==> config.mk <==
export PLATFORM = sky130hd
export DESIGN_NAME = serial_adder_ctrl
export DESIGN_NICKNAME = d
export VERILOG_FILES = /design/src/rtl/serial_adder_ctrl.sv
export SDC_FILE = /design/constraint.sdc
export NUM_CORES = 1
export LEC_CHECK = 0
export BUFFER_PORTS_ARGS = -buffer_cell sky130_fd_sc_hd__buf_2
export CAP_MARGIN = 20
export CORE_MARGIN = 5
export CORE_UTILIZATION = 46
export DETAILED_ROUTE_END_ITERATION = 7
export HOLD_SLACK_MARGIN = 0.03
export PLACE_DENSITY = 0.69
export SYNTH_ARGS = -nofsm -noshare
export SYNTH_HDL_FRONTEND = slang
export SYNTH_SLANG_ARGS = --single-unit
==> constraint.sdc <==
create_clock -name ck -period 1.9 [get_ports ck]
set_clock_uncertainty 0.2 [all_clocks]
set_input_delay 0.19 -clock ck [delete_from_list [all_inputs] [get_ports ck]]
set_output_delay 0.19 -clock ck [all_outputs]
set_load 0.05 [all_outputs]
==> src/rtl/serial_adder_ctrl.sv <==
// -----------------------------------------------------------------------------
// serial_adder_ctrl
//   Bit-serial WIDTH-bit adder. On an accepted start the operands and carry-in
//   are latched, then one bit per clock is pushed LSB-first through a single
//   FullAdderStructure cell. The carry is kept in a flop between bits. The sum
//   is assembled by shifting each cell sum bit in at the MSB. The final carry
//   is captured on the last bit edge. Completion is signalled by a one-cycle
//   done pulse.
//
//   Parameters
//     WIDTH  operand/sum width in bits (>= 1)
//
//   Ports
//     ck     in   clock, all state updates on posedge
//     rst    in   asynchronous active-high reset
//     start  in   request, sampled only while idle
//     a, b   in   operands, latched on an accepted start
//     cin    in   carry-in, latched on an accepted start
//     busy   out  high while bits are being processed
//     done   out  one-cycle pulse, sum/cout valid
//     sum    out  registered result, held until the next accepted start
//     cout   out  registered final carry, held with sum
//
// FullAdderStructure
//   One-bit full adder cell (port order x, y, cin, cout, s).
// -----------------------------------------------------------------------------

module FullAdderStructure (
  input  logic x,
  input  logic y,
  input  logic cin,
  output logic cout,
  output logic s
);

  logic p;

  assign p    = x ^ y;
  assign s    = p ^ cin;
  assign cout = (x & y) | (cin & p);

endmodule

module serial_adder_ctrl #(
  parameter int WIDTH = 8
) (
  input  logic             ck,
  input  logic             rst,
  input  logic             start,
  input  logic [WIDTH-1:0] a,
  input  logic [WIDTH-1:0] b,
  input  logic             cin,
  output logic             busy,
  output logic             done,
  output logic [WIDTH-1:0] sum,
  output logic             cout
);

  // Counter must hold 0..WIDTH; never narrower than one bit.
  localparam int CW = ($clog2(WIDTH + 1) < 1) ? 1 : $clog2(WIDTH + 1);
  localparam logic [CW-1:0] LAST = CW'(WIDTH - 1);

  typedef enum logic [1:0] {
    IDLE = 2'd0,
    RUN  = 2'd1,
    DONE = 2'd2
  } state_t;

  state_t state;
  state_t state_nxt;

  logic [CW-1:0]    cnt;
  logic [WIDTH-1:0] a_sr;
  logic [WIDTH-1:0] b_sr;
  logic             carry;
  logic             fa_s;
  logic             fa_cout;
  logic             last_bit;
  logic [WIDTH:0]   sum_cat;

  FullAdderStructure u_fa (
    .x    (a_sr[0]),
    .y    (b_sr[0]),
    .cin  (carry),
    .cout (fa_cout),
    .s    (fa_s)
  );

  assign last_bit = (cnt == LAST);

  // Concatenate-then-slice keeps the MSB insertion legal for WIDTH == 1.
  assign sum_cat = {fa_s, sum};

  // State register
  always_ff @(posedge ck or posedge rst) begin
    if (rst) begin
      state <= IDLE;
    end else begin
      state <= state_nxt;
    end
  end

  // Next-state logic
  always_comb begin
    state_nxt = state;
    case (state)
      IDLE:    if (start) state_nxt = RUN;
      RUN:     if (last_bit) state_nxt = DONE;
      DONE:    state_nxt = IDLE;
      default: state_nxt = IDLE;
    endcase
  end

  // Output decode, straight from the state register
  always_comb begin
    busy = 1'b0;
    done = 1'b0;
    case (state)
      RUN:     busy = 1'b1;
      DONE:    done = 1'b1;
      default: ;
    endcase
  end

  // Datapath: operand shift registers, carry flop, bit counter, result
  always_ff @(posedge ck or posedge rst) begin
    if (rst) begin
      a_sr  <= '0;
      b_sr  <= '0;
      carry <= 1'b0;
      cnt   <= '0;
      sum   <= '0;
      cout  <= 1'b0;
    end else begin
      case (state)
        IDLE: begin
          if (start) begin
            a_sr  <= a;
            b_sr  <= b;
            carry <= cin;
            cnt   <= '0;
            sum   <= '0;
          end
        end
        RUN: begin
          a_sr  <= a_sr >> 1;
          b_sr  <= b_sr >> 1;
          sum   <= sum_cat[WIDTH:1];
          carry <= fa_cout;
          cnt   <= cnt + CW'(1);
          if (last_bit) begin
            cout <= fa_cout;
          end
        end
        default: ;
      endcase
    end
  end

endmodule

==> metrics.csv <==
stage,metric,value,unit
synthesis,ys_types,29,
clock_tree,cts_htree_levels,2,
clock_tree,cts_num_sinks,32,
job,timing.max_cap.violations,0,
timing,setup_tns,0,ns
synthesis,syn-cell-area,1500,um2
clock_tree,clk_pin_slew,0.09,ns
power,internal_power,1540,uW
grt,overall_global_routing_usage,15.4,%
power,p_sw_share,41.6,%
floorplan,die-area,4500,um2
run_status,run_status,"complete, no violations",
power,p_per_area,1390,nW/um2
timing,timing.final.max_slew_violations,0,
worst_setup_path,crit_fanout,10,
power,combinational_fraction_of_design_power,44.0,%
drt,postRouteWirelength,3.02,mm
power,cellLeakagePower,0.000902,uW
worst_setup_path,cp-end-kind,primary output,
power,clockPowerShare,14.8,%
power,total_power,2630,uW
grt,grt_pass1_wl,5.12,mm
floorplan,placeableCoreArea,3100,um2
clock_tree,insertion_delay,0.32,ns
synthesis,synth_compound_area_share,22.6,%
floorplan,total_i_o_pin_count,31,
final_layout,num-nets-final,207,
drt,routed_vias,1160,
grt,gr_overflow_total,0,
final_layout,final_instance_area,1890,um2
floorplan,rows,20,
drt,detail_route.wl_per_cell,13.1,um
synthesis,yosysWarningCount,0,
synthesis,synthesis.area_per_instance,11.2,um2
clock_tree,clockBufferDepth,2,
final_layout,layout.cells.most_common,sky130_fd_sc_hd__dfrtp_1,
synthesis,synth_top_family_by_area,compound AO/OA/AOI/OAI gates,
worst_setup_path,crit_arrival,1.38,ns
worst_setup_path,worstSetupPathType,register to primary output,
final_layout,most-common-layout-cells,"32 x sky130_fd_sc_hd__dfrtp_1, 30 x sky130_fd_sc_hd__buf_2, 19 x sky130_fd_sc_hd__nand2_1",
timing,timing.fmax,564,MHz
final_layout,filler_cell_count,274,
power,switching_power,1090,uW
drt,ant_nets,0,
floorplan,die_width,67.1,um
final_layout,final_core_utilization,61.0,%
worst_setup_path,crit_required,1.51,ns
final_layout,num_antenna_cells,0,
placed_design,placed_area,1690,um2
placed_design,place.port_buffers,30,
drt,first_iter_violations,45,
timing,setup_violations,0,
synthesis,synth_adder_area_share,2.17,%
placed_design,detailedPlacementHpwl,2.17,mm
final_layout,post_route_cells_drive_above_1_share,33.9,%
placed_design,placed_cells,208,
synthesis,synth_sequential_area_ratio,53.4,%
timing,report.final.hold_viol_count,0,
clock_tree,cts_resized,0,
power,irDropWorstVdd,0.556,mV
floorplan,start_util,48.3,%
hold_path,worstHoldPathType,input pin to register,
grt,grt_antenna_before_repair,0,
power,pwr-share-seq,41.3,%
final_layout,finish.cell_count_without_fillers,230,
timing,worst_slew_pin_slew,0.389,ns
worst_setup_path,cp_startpoint_kind,register,
grt,grt_start_max_net_pins,33,
clock_tree,cts_tree,done,
drt,post_drt_via_cell_ratio,5.04,
clock_tree,cts.repair_timing.setup_buffer_count,0,
timing,max-slew-margin-rel,74.1,%
clock_tree,cts.root.buffer_cell,sky130_fd_sc_hd__clkbuf_4,
synthesis,synth_simple_gate_area_share,13.6,%
timing,final.period_utilization,93.3,%
synthesis,muxShareOfSynthArea,1.42,%
timing,rsz0062_at_grt,false,
synthesis,mappedNetlistNets,156,
placed_design,routability_driven_placement_congestion_ratio,0.757,
clock_tree,post_cts_hold_buffer_count,14,
floorplan,die_h,67.1,um
timing,finalWorstPathRequiredPeriod,1.77,ns
clock_tree,cts_inserted_buffers,5,
synthesis,synth_seq_cells,32,
synthesis,gate_count_of_the_mapped_netlist,134,
grt,grt_pass1_vias,1148,
final_layout,layout-area-overhead-vs-synth,26.2,%
drt,drc_errors,0,
drt,drt_pre_antenna_iters,4,
synthesis,yosys.area_share.xor_xnor,0,%
[state kept, by name (all words and copies together) (netlist names)]
signal / count
a_sr: 8
b_sr: 8
carry: 1
cnt: 4
cout: 1
state: 2
sum: 8
[power groups by stage]
stage	combinational, uW	clock, uW	sequential [uW]
2_1_floorplan	664	0	1310
3_3_place_gp	1120	0	1080
3_5_place_dp	1140	0	1100
4_1_cts	1170	406	1080
5_1_grt	1270	447	1120
6_report	1150	389	1080
[per-layer routing]
metal | global-route usage [%] | up-vias | share of wire, %
met5 | 0 | - | 0
met4 | 6.08 | 0 | 1.8
met3 | 4.05 | 7 | 5.2
met2 | 25.0 | 25 | 48
met1 | 19.4 | 552 | 45
li1 | - | 576 | -
[synthesized netlist by cell type]
| cell type | number | area share, % |
|---|---|---|
| sky130_fd_sc_hd__a211oi_1 | 1 | 0.50 |
| sky130_fd_sc_hd__a21oi_1 | 8 | 2.7 |
| sky130_fd_sc_hd__a22o_1 | 9 | 5.3 |
| sky130_fd_sc_hd__a22oi_1 | 10 | 5.0 |
| sky130_fd_sc_hd__a41oi_1 | 1 | 0.58 |
| sky130_fd_sc_hd__and2b_2 | 3 | 1.8 |
| sky130_fd_sc_hd__and3b_2 | 4 | 2.7 |
| sky130_fd_sc_hd__and4_4 | 1 | 0.75 |
| sky130_fd_sc_hd__buf_2 | 2 | 0.67 |
| sky130_fd_sc_hd__buf_4 | 1 | 0.50 |
| sky130_fd_sc_hd__buf_6 | 5 | 3.8 |
| sky130_fd_sc_hd__dfrtp_1 | 32 | 53 |
| sky130_fd_sc_hd__fa_1 | 1 | 1.3 |
| sky130_fd_sc_hd__ha_1 | 1 | 0.83 |
| sky130_fd_sc_hd__inv_1 | 6 | 1.5 |
| sky130_fd_sc_hd__inv_4 | 1 | 0.42 |
| sky130_fd_sc_hd__mux2_2 | 1 | 0.75 |
| sky130_fd_sc_hd__mux2i_1 | 1 | 0.67 |
| sky130_fd_sc_hd__nand2_1 | 19 | 4.8 |
| sky130_fd_sc_hd__nand2b_4 | 1 | 0.92 |
| sky130_fd_sc_hd__nand3_1 | 1 | 0.33 |
| sky130_fd_sc_hd__nor2_1 | 1 | 0.25 |
| sky130_fd_sc_hd__nor2b_1 | 2 | 0.83 |
| sky130_fd_sc_hd__nor2b_4 | 1 | 0.92 |
| sky130_fd_sc_hd__o21ai_0 | 6 | 2.0 |
| sky130_fd_sc_hd__o21ai_1 | 9 | 3.0 |
| sky130_fd_sc_hd__o21ai_2 | 4 | 2.3 |
| sky130_fd_sc_hd__o21bai_4 | 1 | 1.3 |
| sky130_fd_sc_hd__or2_0 | 1 | 0.42 |
[path summary, 6_finish.rpt]
kind                               start      end  slack [ns]  depth (start not counted)
max in group asynchronous            rst   sum[5]        0.92                          4
worst min register to register   b_sr[6]  b_sr[6]        0.29                          2
worst max-delay path            state[0]     busy        0.13                          4
min in group asynchronous            rst     cout        0.29                          4
worst min-delay path                a[3]  a_sr[3]        0.09                          4
worst max register to register  state[0]     cout        0.43                          5
[cells by family after synthesis]
logic type,after synthesis
compound gates,49
fa+ha+maj,2
buf+inv,15
flops,32
mux,2
simple gates,34
[metrics by stage]
| stage | hold WS, ns | setup slack, ns |
|---|---|---|
| 2_1_floorplan | 0.106 | 0.152 |
| 3_3_place_gp | 0.0871 | 0.482 |
| 3_5_place_dp | 0.0976 | 0.432 |
| 4_1_cts | 0.0868 | 0.105 |
| 5_1_grt | 0.0985 | 0.0260 |
| 6_report | 0.0916 | 0.128 |
[layout make-up]
cell class	count	area [um2]	area share, %
multi-input combinational	87	597	31.5
sequential	32	801	42.3
tap	44	55.1	2.91
inverter	7	28.8	1.52
clock inverter	2	10.0	0.529
timing repair buffer	52	350	18.5
clock buffer	6	51.3	2.71
[worst max-delay path: stages (launching register included)]
cell and delay [ns]:
sky130_fd_sc_hd__dfrtp_1 0.43, sky130_fd_sc_hd__buf_4 0.18, sky130_fd_sc_hd__nand2b_4 0.07, sky130_fd_sc_hd__inv_4 0.10, sky130_fd_sc_hd__buf_2 0.27
(Power assumes the default switching activity.)
